### config.mk
export PLATFORM = sky130hd
export DESIGN_NAME = control_unit_flat
export DESIGN_NICKNAME = d
export VERILOG_FILES = /design/src/rtl/k_and_s_pkg.sv /design/src/rtl/control_unit_if.sv /design/src/rtl/control_unit.sv /design/src/flat_wrapper.sv
export SDC_FILE = /design/constraint.sdc
export NUM_CORES = 1
export LEC_CHECK = 0
export BUFFER_PORTS_ARGS = -buffer_cell sky130_fd_sc_hd__buf_2
export CORE_AREA = 2 2 39 41
export CTS_CLUSTER_SIZE = 20
export DETAILED_ROUTE_END_ITERATION = 12
export DIE_AREA = 0 0 41 43
export GPL_ROUTABILITY_DRIVEN = 0
export GPL_TIMING_DRIVEN = 0
export PLACE_DENSITY_LB_ADDON = 0.25
export SLEW_MARGIN = 10
export SYNTH_ARGS = -nofsm -noshare
export SYNTH_HDL_FRONTEND = slang
export SYNTH_SLANG_ARGS = --single-unit
### constraint.sdc
create_clock -name clk -period 1.7 [get_ports clk]
set_input_delay 0.34 -clock clk [delete_from_list [all_inputs] [get_ports clk]]
set_output_delay 0.34 -clock clk [all_outputs]
set_load 0.01 [all_outputs]
### src/rtl/k_and_s_pkg.sv
// k_and_s_pkg: instruction classes shared by the data path and the control unit.
package k_and_s_pkg;
    typedef enum logic [3:0] {
        I_NOP, I_LOAD, I_STORE, I_MOVE, I_ADD, I_SUB, I_AND, I_OR,
        I_BRANCH, I_BZERO, I_BNZERO, I_BNEG, I_BNNEG, I_BOV, I_BNOV, I_HALT
    } decoded_instruction_type;
endpackage

### src/rtl/control_unit_if.sv
// control_unit_if: decoded instruction and flags towards the control unit, data path controls back.
interface control_unit_if;
    import k_and_s_pkg::*;
    decoded_instruction_type decoded_instruction;
    logic       zero_op, neg_op, unsigned_overflow, signed_overflow;
    logic       branch, pc_enable, ir_enable, addr_sel, c_sel, write_reg_enable, flags_reg_enable;
    logic [1:0] operation;
    logic       ram_write_enable, halt;
    modport master (
        input  decoded_instruction, zero_op, neg_op, unsigned_overflow, signed_overflow,
        output branch, pc_enable, ir_enable, addr_sel, c_sel, write_reg_enable, flags_reg_enable,
               operation, ram_write_enable, halt
    );
    modport slave (
        output decoded_instruction, zero_op, neg_op, unsigned_overflow, signed_overflow,
        input  branch, pc_enable, ir_enable, addr_sel, c_sel, write_reg_enable, flags_reg_enable,
               operation, ram_write_enable, halt
    );
endinterface

### src/rtl/control_unit.sv
// control_unit: Moore FSM sequencing fetch/decode/execute for the data path.
// Optional retired-instruction counter enabled by CU_INSTR_COUNT_EN.
module control_unit
    import k_and_s_pkg::*;
#(
    parameter int COUNT_W = 16
) (
    input logic          clk,
    input logic          rst_n,
    control_unit_if.master bus
`ifdef CU_INSTR_COUNT_EN
    ,
    output logic [COUNT_W-1:0] instr_count
`endif
);
    typedef enum logic [2:0] {FETCH, DECODE, LOAD_ADDR, LOAD_WB, STORE, EXEC, HALTED} state_t;

    state_t state_q, state_d;
    logic run_q, run_d;
    logic branch, pc_en, ir_en, addr_sel, c_sel, wr_en, flags_en, ram_we, halt;
    logic [1:0] operation;
    decoded_instruction_type ins;

    assign ins = bus.decoded_instruction;

    // run_q holds outputs at 0 until the first edge after reset release, which starts FETCH
    always_ff @(posedge clk or negedge rst_n) begin
        if (!rst_n) begin
            state_q <= FETCH;
            run_q   <= 1'b0;
        end else begin
            state_q <= state_d;
            run_q   <= run_d;
        end
    end

    always_comb begin
        state_d   = state_q;
        run_d     = 1'b1;
        branch    = 1'b0;
        pc_en     = 1'b0;
        ir_en     = 1'b0;
        addr_sel  = 1'b0;
        c_sel     = 1'b0;
        wr_en     = 1'b0;
        flags_en  = 1'b0;
        ram_we    = 1'b0;
        halt      = 1'b0;
        operation = 2'b00;
        if (run_q) begin
            case (state_q)
                FETCH: begin
                    ir_en   = 1'b1;
                    state_d = DECODE;
                end
                DECODE: state_d = ins == I_LOAD  ? LOAD_ADDR :
                                  ins == I_STORE ? STORE :
                                  ins == I_HALT  ? HALTED : EXEC;
                LOAD_ADDR: begin
                    addr_sel = 1'b1;
                    state_d  = LOAD_WB;
                end
                LOAD_WB: begin
                    addr_sel = 1'b1;
                    c_sel    = 1'b1;
                    wr_en    = 1'b1;
                    pc_en    = 1'b1;
                    state_d  = FETCH;
                end
                STORE: begin
                    addr_sel = 1'b1;
                    ram_we   = 1'b1;
                    pc_en    = 1'b1;
                    state_d  = FETCH;
                end
                EXEC: begin
                    pc_en   = 1'b1;
                    state_d = FETCH;
                    case (ins)
                        I_ADD, I_SUB, I_AND, I_OR: begin
                            operation = ins == I_SUB ? 2'b11 : ins == I_AND ? 2'b01 :
                                        ins == I_OR  ? 2'b10 : 2'b00;
                            wr_en     = 1'b1;
                            flags_en  = 1'b1;
                        end
                        I_MOVE: begin
                            operation = 2'b10;
                            wr_en     = 1'b1;
                        end
                        I_BRANCH: branch = 1'b1;
                        I_BZERO:  branch = bus.zero_op;
                        I_BNZERO: branch = !bus.zero_op;
                        I_BNEG:   branch = bus.neg_op;
                        I_BNNEG:  branch = !bus.neg_op;
                        I_BOV:    branch = bus.signed_overflow;
                        I_BNOV:   branch = !bus.signed_overflow;
                        default:  branch = 1'b0;
                    endcase
                end
                HALTED: halt = 1'b1;
                default: state_d = FETCH;
            endcase
        end
    end

    assign bus.branch           = branch;
    assign bus.pc_enable        = pc_en;
    assign bus.ir_enable        = ir_en;
    assign bus.addr_sel         = addr_sel;
    assign bus.c_sel            = c_sel;
    assign bus.write_reg_enable = wr_en;
    assign bus.flags_reg_enable = flags_en;
    assign bus.operation        = operation;
    assign bus.ram_write_enable = ram_we;
    assign bus.halt             = halt;

`ifdef CU_INSTR_COUNT_EN
    logic [COUNT_W-1:0] cnt_q, cnt_d;

    assign cnt_d = cnt_q + COUNT_W'(pc_en);

    always_ff @(posedge clk or negedge rst_n) begin
        if (!rst_n) cnt_q <= '0;
        else        cnt_q <= cnt_d;
    end

    assign instr_count = cnt_q;
`endif
endmodule

### src/flat_wrapper.sv
// flat-port wrapper written by rule: the top's interface ports become plain ports
module control_unit_flat import k_and_s_pkg::*;
#(
    parameter int COUNT_W = 16
)
  (clk, rst_n, bus_decoded_instruction, bus_zero_op, bus_neg_op, bus_unsigned_overflow, bus_signed_overflow, bus_branch, bus_pc_enable, bus_ir_enable, bus_addr_sel, bus_c_sel, bus_write_reg_enable, bus_flags_reg_enable, bus_operation, bus_ram_write_enable, bus_halt);
  control_unit_if bus_i ();
  input logic clk;
  input logic rst_n;
  input wire logic [$bits(bus_i.decoded_instruction)-1:0] bus_decoded_instruction;
  input wire logic [$bits(bus_i.zero_op)-1:0] bus_zero_op;
  input wire logic [$bits(bus_i.neg_op)-1:0] bus_neg_op;
  input wire logic [$bits(bus_i.unsigned_overflow)-1:0] bus_unsigned_overflow;
  input wire logic [$bits(bus_i.signed_overflow)-1:0] bus_signed_overflow;
  output wire logic [$bits(bus_i.branch)-1:0] bus_branch;
  output wire logic [$bits(bus_i.pc_enable)-1:0] bus_pc_enable;
  output wire logic [$bits(bus_i.ir_enable)-1:0] bus_ir_enable;
  output wire logic [$bits(bus_i.addr_sel)-1:0] bus_addr_sel;
  output wire logic [$bits(bus_i.c_sel)-1:0] bus_c_sel;
  output wire logic [$bits(bus_i.write_reg_enable)-1:0] bus_write_reg_enable;
  output wire logic [$bits(bus_i.flags_reg_enable)-1:0] bus_flags_reg_enable;
  output wire logic [$bits(bus_i.operation)-1:0] bus_operation;
  output wire logic [$bits(bus_i.ram_write_enable)-1:0] bus_ram_write_enable;
  output wire logic [$bits(bus_i.halt)-1:0] bus_halt;
  assign bus_i.decoded_instruction = bus_decoded_instruction;
  assign bus_i.zero_op = bus_zero_op;
  assign bus_i.neg_op = bus_neg_op;
  assign bus_i.unsigned_overflow = bus_unsigned_overflow;
  assign bus_i.signed_overflow = bus_signed_overflow;
  assign bus_branch = bus_i.branch;
  assign bus_pc_enable = bus_i.pc_enable;
  assign bus_ir_enable = bus_i.ir_enable;
  assign bus_addr_sel = bus_i.addr_sel;
  assign bus_c_sel = bus_i.c_sel;
  assign bus_write_reg_enable = bus_i.write_reg_enable;
  assign bus_flags_reg_enable = bus_i.flags_reg_enable;
  assign bus_operation = bus_i.operation;
  assign bus_ram_write_enable = bus_i.ram_write_enable;
  assign bus_halt = bus_i.halt;
  control_unit #(.COUNT_W(COUNT_W)) u_core (.clk(clk), .rst_n(rst_n), .bus(bus_i));
endmodule
# [Word-level counts from Yosys, hierarchy flattened]
# Index checks and enable logic that the tools add are counted.
[totals] output_inout_bits=11 inputBits=10 elab_cells=64 regBits=4
[op_classes] bitwise_logic=1 n_reduce_logical=9 n_eq_ne=21 mux=31
[op_table] op="$eq 4x4->1 const B" count=8
[op_table] op="$mux 1" count=19
[op_table] op="$eq 4x3->1 const B" count=4
[op_table] op="$mux 2" count=6
[op_table] op="$pmux 3 s4" count=1
[op_table] op="$eq 3x3->1 const B" count=3
[op_table] op="$eq 4x2->1 const B" count=2
[op_table] op="$pmux 1 s7" count=1
[op_table] op="$eq 3x2->1 const B" count=2
[op_table] op="$mux 3" count=2
[op_table] op="$reduce_or 3->1" count=2
[op_table] op="$reduce_or 5->1" count=1
[op_table] op="$eq 4x1->1 const B" count=1
[op_table] op="$pmux 2 s2" count=1
[op_table] op="$reduce_or 4->1" count=1
[op_table] op="$eq 3x1->1 const B" count=1
[op_table] op="$logic_not 1->1" count=3
[op_table] op="$logic_not 3->1" count=1
[op_table] op="$pmux 1 s2" count=1
[op_table] op="$reduce_and 2->1" count=1
[op_table] op="$not 1->1" count=1

# [Logic depth before layout (Yosys ltp)]
# Gate-level depths: netlist of the first run.
[depth] word_depth=7 mapped_depth=4 mapped_depth_nobuf=3

# [Least setup slack after synthesis of the first run]
# Ideal clock, no wire load.
[synth_path] path_type="input to output" startpoint="input port bus_decoded_instruction[0]" endpoint="output port bus_branch" path_buffers=1 stages=4 path_slack_ns=0.095 required_ns=1.360 t_arrival_ns=1.265 path_cell_list="buf_6 > nor3b_1 > or3_1 > a221oi_2"
[synth_between] elab_chain_cells=4 elab_cells_between_ends=10 classes_between="eq/ne: 7; mux: 3"
[synth_rtl] item="start, declared" line_no="flat_wrapper.sv:10" text="input wire logic [$bits(bus_i.decoded_instruction)-1:0] bus_decoded_instruction;"
[synth_rtl] item="$eq 4x4->1" line_no="control_unit.sv:79" text="case (ins)"
[synth_rtl] item="$pmux 1 s7 (*)" line_no="control_unit.sv:79"
[synth_rtl] item="$mux 1 (*)" line_no="control_unit.sv:51" text="case (state_q)"
[synth_rtl] item="$mux 1 (*)" line_no="control_unit.sv:50" text="if (run_q) begin"
[synth_rtl] item="end, declared" line_no="flat_wrapper.sv:15" text="output wire logic [$bits(bus_i.branch)-1:0] bus_branch;"
# Every way passes the cells marked *; elsewhere a longest branch is shown, timed or not.

# [Final worst setup path of the first run]
# Same ends and word-level chain as after synthesis.

==> flow_summary.yaml, run 1 <==
floorplanning:
  core-area_um2: 1380
  die_area_um2: 1760
  die_h_um: 43
  num_rows: 14
  die_w_um: 41
  initial_core_util_pct: 32.0
  num_io_pins: 21
worst_setup_path:
  rr_endpoint: "u_core.state_q[1]"
  critPathMaxFanout: 10
  rr_worst_depth: 4
  end_kind: "primary output"
  reg2reg_from: "u_core.state_q[2]"
  regToRegSetupSlack_ps: 620
  required_ps: 1360
  arrival_ps: 1410
  worstSetupStartpointType: "input port"
  path_class: "in -> out"
sta:
  post-route-period-util_pct: 103
  hold_viol: 0
  fin_ws_ps: -52.1
  rsz0062_at_grt: "true"
  hold_ws_ps: 455
  maxSlewViolCount: 0
  max_freq_ghz: 0.571
  min_period_ps: 1750
  skew_ps: 1.08
  setup_viol: 1
synthesis:
  synth-seq-area-share_pct: 22.6
  synth_area_leaders: "dfrtp_1, nand2b_1, buf_6, nand2_1, nor2_1"
  synth_nets: 66
  synth_top_cell_by_area: "dfrtp_1"
  synth_warnings: 0
  syn_area_um2: 443
  ys_ff_latch: 4
  synth.distinct_cells: 31
  synth_top_area_share_pct: 22.6
  synth_edf_count: 0
  syn_avg_cell_area_um2: 7.91
  synthFlopType: "dfrtp_1"
  ys_async_sr_fraction_pct: 100
  synth_commonest_cells: "nand2_1, nor2_1, dfrtp_1, nand2b_1"
  syn_inst: 56
power_and_ir_drop:
  p_int_mw: 0.398
  powerDensity_nw_per_um2: 989
  p_sw_share_pct: 37.2
  comb_power_share_pct: 56.2
  pwr-share-clk_pct: 18.2
  p_leak_nw: 0.346
  peakVddDrop_v: 0.000506
  switchingPower_mw: 0.236
  sequentialPowerShare_pct: 25.7
route:
  top_layer: "met3"
  ant_nets: 0
  drt_iter0_markers: 9
  vias: 480
  first_pass_iters: 3
  vias_per_cell: 4.95
  post_drt_wl_per_cell_um: 10.2
  wirelength_um: 990
  wl_met2_um: 476
  route.detailed.drc: 0
  dr_wl_met3_um: 47
  wl_met1_um: 467
clock_network:
  clockBufferDepth: 2
  cts-root-buf: "clkbuf_4"
  cts_tree: "done"
  clk_pin_slew_ps: 40
  clkLatencyLatePin_ps: 230
  ctsHtreeMaxLevel: 1
  cts_buffers: 3
  clock-sinks: 4
grt:
  grt_usage_pct: 12.3
  grt_pass1_vias: 393
  grt_antenna_before_repair: 0
  grt_pass1_wl_mm: 1.54
  grt_overflow: 0
  grt_max_degree: 11
worst_hold_path:
  hp-class: "in -> async"
final_layout:
  num-nets-final: 93
  diodes: 0
  instances_no_fill: 97
  area_delta_synth_final_pct: 44.9
  drive_above_1_share_pct: 51.9
placed_design:
  port-buffer-count: 19
  hpwl_um: 744
  dp_cells: 91
job:
  cap_violations: 0
outcome:
  status: "complete, but fails checks"
  violations: "setup timing"
## power by group through the flow
stage / clock network [mW] / logic, mW / registers, mW
global placement: 0 / 0.292 / 0.149
finish: 0.115 / 0.356 / 0.163
global route: 0.128 / 0.391 / 0.170
CTS: 0.121 / 0.340 / 0.164
floorplan: 0 / 0.220 / 0.144
detailed placement: 0 / 0.296 / 0.150
## sequential cells by signal (all words and copies together) (netlist names)
register	cells
u_core.run_q	1
u_core.state_q	3
## logic make-up (layout without fill, tap and decap cells)
kind of cell           after synthesis  after routing  share of synthesized area, %
AO/OA/AOI/OAI                        9              9                          20.1
XOR/XNOR                             1              1                          1.98
buffers and inverters                7             32                          10.7
flip-flops                           4              4                          22.6
multiplexers                         2              2                          4.52
other                                1              1                         0.847
AND/OR/NAND/NOR                     32             32                          39.3
## per-layer routing
metal / global-route usage, % / up-vias
li1: - / 251
met1: 17.4 / 219
met2: 17.8 / 10
met3: 4.71 / 0
met4: 2.00 / 0
met5: 0 / -
## metrics by stage
stage	power, mW	area, µm²	TNS (ps)	setup slack [ps]	util (%)
floorplan	0.364	443	0	94.6	-
global placement	0.441	558	-129	-129	40.3
detailed placement	0.446	558	-123	-123	40.3
CTS	0.625	627	-140	-60.7	45.3
global route	0.689	642	-113	-113	46.4
finish	0.635	642	-52.1	-52.1	46.4
## cell usage in the layout (no fill, tap or decap), types with 2 or more instances in the layout
cell type  Yosys  final
buf_4          1      5
dfrtp_2        0      3
a32o_1         2      2
or3_1          3      2
inv_1          2      2
mux2i_1        2      2
nor3_1         3      2
nand2b_1       4      2
buf_2          1     19
nor2_1         6      5
clkbuf_4       0      3
nand2_1        6      6
nand2b_4       0      2
and2_1         2      2
buf_6          2      2
## what timing repair did
item                       CTS  global route
setup endpoints to repair    5             5
pin swaps                    2             0
hold endpoints to repair     4             0
hold buffers                 1             0
resized for setup            5             3
buffers inserted             4             0
## cell type report
class / instances / area (µm²)
timing repair buffer: 24 / 135
multi-input combinational: 45 / 323
sequential: 4 / 104
fill: 164 / 742
tap: 16 / 20.0
inverter: 2 / 7.51
buffer: 3 / 30.0
clock buffer: 3 / 22.5
## critical path, stage by stage
cell,delay (ps)
buf_2,110
buf_6,130
nor3b_1,130
or3_1,320
a221oi_2,230
buf_2,160
## how the worst max path moves through the flow
| stage | from | to | slack (ps) | cells past startpoint |
|---|---|---|---|---|
| 2_1_floorplan | bus_decoded_instruction[0] | bus_branch | 90 | 4 |
| 3_3_place_gp | bus_decoded_instruction[0] | bus_branch | -130 | 6 |
| 3_5_place_dp | bus_decoded_instruction[0] | bus_branch | -120 | 6 |
| 4_1_cts | u_core.state_q[1] | bus_branch | -60 | 4 |
| 5_1_grt | bus_decoded_instruction[0] | bus_branch | -110 | 6 |
| 6_report | bus_decoded_instruction[0] | bus_branch | -50 | 6 |
(Power assumes the default switching activity.)
==> run 2: changes to the inputs <==
--- a/config.mk
+++ b/config.mk
@@ -5,6 +5,7 @@
 export SDC_FILE = /design/constraint.sdc
 export NUM_CORES = 1
 export LEC_CHECK = 0
+export ABC_AREA = 1
 export BUFFER_PORTS_ARGS = -buffer_cell sky130_fd_sc_hd__buf_2
 export CORE_AREA = 2 2 39 41
 export CTS_CLUSTER_SIZE = 20
==> run 2 against run 1 <==
The flow now finishes without violations. Critical path depth grew 1. Final cell count grew 18%. Largest cell class unchanged. Clock-buffer cell count unchanged. Sequential share of layout area increased by 1.2 points. Worst setup slack improved by 140 ps. Synthesized cell count up 34%. Global-route usage fell by 0.23 points.
==> flow_summary.yaml, run 2 <==
floorplanning:
  die_area_um2: 1760
  num_io_pins: 21
  num_rows: 14
  core-area_um2: 1380
  die_h_um: 43
  initial_core_util_pct: 30.0
  die_w_um: 41
clock_network:
  clockBufferDepth: 2
  cts_buffers: 3
  clock-sinks: 4
  cts_tree: "done"
  ctsHtreeMaxLevel: 1
  cts_setup_buffers: 0
  clk_pin_slew_ps: 30
  cts-root-buf: "clkbuf_4"
  clkLatencyLatePin_ps: 230
synthesis:
  synth_commonest_cells: "nand2_1, nor2_1, inv_1"
  syn_avg_cell_area_um2: 5.54
  synth_edf_count: 0
  synth_nets: 85
  synth.distinct_cells: 18
  ys_ff_latch: 4
  synth.most_common_cell: "nand2_1"
  synth_top_cell_by_area: "dfrtp_1"
  synth_top_area_share_pct: 24.1
  synth_area_leaders: "dfrtp_1, nand2_1, nor2_1, inv_1, nand3_1"
  synth-seq-area-share_pct: 24.1
  syn_area_um2: 415
  syn_inst: 75
  synth_warnings: 0
  ys_async_sr_fraction_pct: 100
  synthFlopType: "dfrtp_1"
final_layout:
  largest_reg_flops: 3
  drive_above_1_share_pct: 30.6
  area_delta_synth_final_pct: 38.9
  final_cell_mix: "nand2_1, buf_2, nor2_1, inv_1, nand3_1"
  num-nets-final: 110
  instances_no_fill: 114
  reg.largest.list: "u_core.state_q: 3 flops, u_core.run_q: 1 flops"
  design_area_um2: 577
  final_common_cell: "nand2_1"
  diodes: 0
  top_register: "u_core.state_q"
route:
  drt_iter0_markers: 10
  vias_per_cell: 4.46
  route.detailed.drc: 0
  wirelength_um: 896
  ant_nets: 0
  post_drt_wl_per_cell_um: 7.86
  vias: 508
  first_pass_iters: 4
sta:
  setup_viol: 0
  hold_ws_ps: 443
  finalSetupTns_ps: 0
  min_period_ps: 1610
  skew_ps: 1.20
  post-route-period-util_pct: 94.5
  max_freq_ghz: 0.622
  rsz0062_at_grt: "true"
  maxSlewViolCount: 0
  hold_viol: 0
power_and_ir_drop:
  p_leak_nw: 0.352
  fin_total_pwr_mw: 0.450
  peakVddDrop_v: 0.000486
  powerDensity_nw_per_um2: 780
placed_design:
  port-buffer-count: 19
  hpwl_um: 745
  placed_cell_area_um2: 531
  dp_cells: 110
worst_setup_path:
  arrival_ps: 1270
  worstSetupStartpointType: "register"
  end_kind: "primary output"
  path_class: "reg -> out"
  critPathMaxFanout: 8
  rr_worst_depth: 6
  required_ps: 1360
grt:
  grt_overflow: 0
  grt_max_degree: 9
  grt_usage_pct: 12.1
  grt_pass1_vias: 422
  grt_pass1_wl_mm: 1.43
  grt_antenna_before_repair: 0
job:
  cap_violations: 0
worst_hold_path:
  hp-class: "in -> async"
outcome:
  status: "completed"
[run 2: cell families (layout without fill, tap and decap cells)]
group                  after synthesis  after routing  synth area share, %
flip-flops                           4              4                 24.1
AO/OA/AOI/OAI                        9              9                 11.7
buffers and inverters               14             37                 14.5
AND/OR/NAND/NOR                     47             47                 48.8
other                                1              1                0.903
[run 2: through the flow]
stage | util [%] | setup WS, ps
CTS | 40.7 | 43.6
global placement | 38.3 | 300
floorplan | - | 359
global route | 41.7 | -13.5
finish | 41.7 | 92.8
detailed placement | 38.3 | 301
[run 2: path summary, 6_finish.rpt]
check / from / to / slack (ps)
min in group clk: bus_decoded_instruction[0] / u_core.state_q[2] / 560
max in group asynchronous: rst_n / u_core.state_q[1] / 1140
hold reg to reg: u_core.state_q[1] / u_core.state_q[1] / 600
setup / recovery: u_core.state_q[1] / bus_operation[1] / 90
setup reg to reg: u_core.state_q[0] / u_core.state_q[2] / 640
hold / removal: rst_n / u_core.state_q[0] / 440
[run 2: repair_timing]
item,in CTS,in global routing
endpoints found under the hold margin,4,0
resized for setup,0,3
endpoints found under the setup margin,0,2
hold buffers,1,0
[run 2: per-layer routing]
metal	GRT usage (%)	vias to the layer above	part of all wire, %
met5	0	-	0
met4	10.0	0	0
met3	3.14	0	5.8
met2	18.8	11	51
met1	12.7	219	43
li1	-	278	-
[run 2: power breakdown]
group	total [mW]	switching, mW	internal (mW)
registers	0.149	0.0329	0.116
clock network	0.111	0.0328	0.0785
logic	0.190	0.113	0.0776
total	0.450	0.178	0.272
[run 2: cell type report]
type                       count  area, µm²
fill                         149        807
tap                           16       20.0
timing repair buffer          20        105
multi-input combinational     57        267
inverter                      13       51.3
sequential                     4        100
buffer                         1       11.3
clock buffer                   3       22.5
[run 2: worst max-delay path, stage by stage, from the launching register on]
cell     delay (ps)
dfrtp_1         360
buf_6           130
inv_4            60
nand4_4          80
nor2_1          110
o21ai_1          80
nor2_1           80
buf_2           130
==> run 3: changes to the inputs <==
--- a/config.mk
+++ b/config.mk
@@ -5,14 +5,12 @@
 export SDC_FILE = /design/constraint.sdc
 export NUM_CORES = 1
 export LEC_CHECK = 0
-export ABC_AREA = 1
 export BUFFER_PORTS_ARGS = -buffer_cell sky130_fd_sc_hd__buf_2
 export CORE_AREA = 2 2 39 41
 export CTS_CLUSTER_SIZE = 20
 export DETAILED_ROUTE_END_ITERATION = 12
 export DIE_AREA = 0 0 41 43
 export GPL_ROUTABILITY_DRIVEN = 0
-export GPL_TIMING_DRIVEN = 0
 export PLACE_DENSITY_LB_ADDON = 0.25
 export SLEW_MARGIN = 10
 export SYNTH_ARGS = -nofsm -noshare
==> run 3 against run 2 <==
The flow now finishes with violations (setup timing). Worst setup slack lost 130 ps. Critical path depth shrank 3. Sequential share of layout area shrank 1.4 points. Clock-buffer cell count is the same. Non-clock buffer count grew 6. Clock skew is essentially flat. Fmax shrank 7.5%. Register-to-register slack lost 80 ps. Global-route usage grew 1.1 points. Largest cell class unchanged. Largest power group unchanged.
==> flow_summary.yaml, run 3 (synthesis gave the netlist of run 1 again) <==
outcome:
  status: "complete, but fails checks"
  violations: "setup timing"
grt:
  grt_pass1_wl_mm: 1.58
  grt_pass1_vias: 403
  grt_max_degree: 11
  grt_antenna_before_repair: 0
  grt_overflow: 0
  grt_usage_pct: 13.2
final_layout:
  num-nets-final: 93
  final_common_cell: "buf_2"
  finish.utilization_pct: 45.4
  reg.largest.list: "u_core.state_q: 3 flops, u_core.run_q: 1 flops"
  design_area_um2: 628
  drive_above_1_share_pct: 49.4
  largest_reg_flops: 3
  area_delta_synth_final_pct: 41.8
  final_cell_mix: "buf_2, buf_4, nor2_1, nand2_1, dfrtp_1"
  diodes: 0
  top_register: "u_core.state_q"
power_and_ir_drop:
  powerDensity_nw_per_um2: 979
  p_leak_nw: 0.342
  peakVddDrop_v: 0.000455
route:
  vias_per_cell: 4.79
  drt_iter0_markers: 8
  first_pass_iters: 4
  route.detailed.drc: 0
  wirelength_um: 988
  post_drt_wl_per_cell_um: 10.2
  vias: 465
  ant_nets: 0
sta:
  fin_ws_ps: -37.1
  maxSlewViolCount: 0
  min_period_ps: 1740
  post-route-period-util_pct: 102
  skew_ps: 0.829
  max_freq_ghz: 0.576
  hold_viol: 0
  setup_viol: 1
  hold_ws_ps: 443
  rsz0062_at_grt: "true"
worst_setup_path:
  path_class: "reg -> out"
  worstPathCellList: "nand2b_4 -> or3_4 -> a221oi_2 -> buf_2"
  crit_family: "simple AND/OR/NAND/NOR gates"
  end_kind: "primary output"
  max_stage_delay_ps: 360
  critPathMaxFanout: 4
  arrival_ps: 1400
  worstSetupStartpointType: "register"
  cp_slowest_cell: "dfrtp_1"
  required_ps: 1360
  worst-path-buf-inv: 1
floorplanning:
  core-area_um2: 1380
  die_h_um: 43
  num_rows: 14
  die_area_um2: 1760
  initial_core_util_pct: 32.0
  num_io_pins: 21
  die_w_um: 41
clock_network:
  cts_setup_buffers: 0
  cts_tree: "done"
  clkLatencyLatePin_ps: 230
  clock-sinks: 4
  clockBufferDepth: 2
  ctsHtreeMaxLevel: 1
  clk_pin_slew_ps: 40
  cts-root-buf: "clkbuf_4"
  cts_buffers: 3
job:
  cap_violations: 0
placed_design:
  port-buffer-count: 19
  pre_cts_slack_ps: -22.1
  hpwl_um: 757
  placed_cell_area_um2: 571
worst_hold_path:
  hp-class: "in -> async"
## run 3: timing repair
item | CTS | global route
pin swaps | 0 | 1
hold buffers | 1 | 0
endpoints found under the setup margin | 5 | 5
hold endpoints to repair | 4 | 0
gates resized for setup | 2 | 4
## run 3: routing by layer
| layer | track usage, % | vias up | wire length [µm] |
|---|---|---|---|
| met5 | 0 | - | 0 |
| met4 | 8.00 | 0 | 0 |
| met3 | 1.57 | 0 | 38 |
| met2 | 20.9 | 10 | 475 |
| met1 | 16.1 | 206 | 474 |
| li1 | - | 249 | - |
## run 3: worst paths after layout
kind | slack, ps | end | cells after the start | start
setup / recovery | -40 | bus_branch | 4 | u_core.state_q[1]
hold / removal | 440 | u_core.run_q | 2 | rst_n
setup reg to reg | 560 | u_core.state_q[1] | 4 | u_core.state_q[2]
hold reg to reg | 650 | u_core.state_q[1] | 2 | u_core.state_q[1]
max in group asynchronous | 1140 | u_core.state_q[1] | 2 | rst_n
min in group clk | 540 | u_core.state_q[0] | 3 | bus_decoded_instruction[3]
## run 3: where the power goes
group          switching [mW]  internal [mW]  total, mW
Combinational           0.176          0.182      0.358
Sequential             0.0210          0.124      0.145
Clock                  0.0331         0.0786      0.112
## run 3: area by class of cell
type	instances	area, µm²
Fill cell	145	756
Multi-Input combinational cell	45	320
Timing Repair Buffer	27	158
Sequential cell	4	100
Clock buffer	3	22.5
Tap cell	16	20.0
Inverter	2	7.51
## run 3: per-stage QoR
stage          power (mW)  instances  TNS (ps)
4_1_cts             0.610         97     -88.9
2_1_floorplan       0.364         56         0
5_1_grt             0.670         97     -72.2
3_3_place_gp        0.467         93     -22.8
3_5_place_dp        0.468         93     -22.1
6_report            0.615         97     -37.1
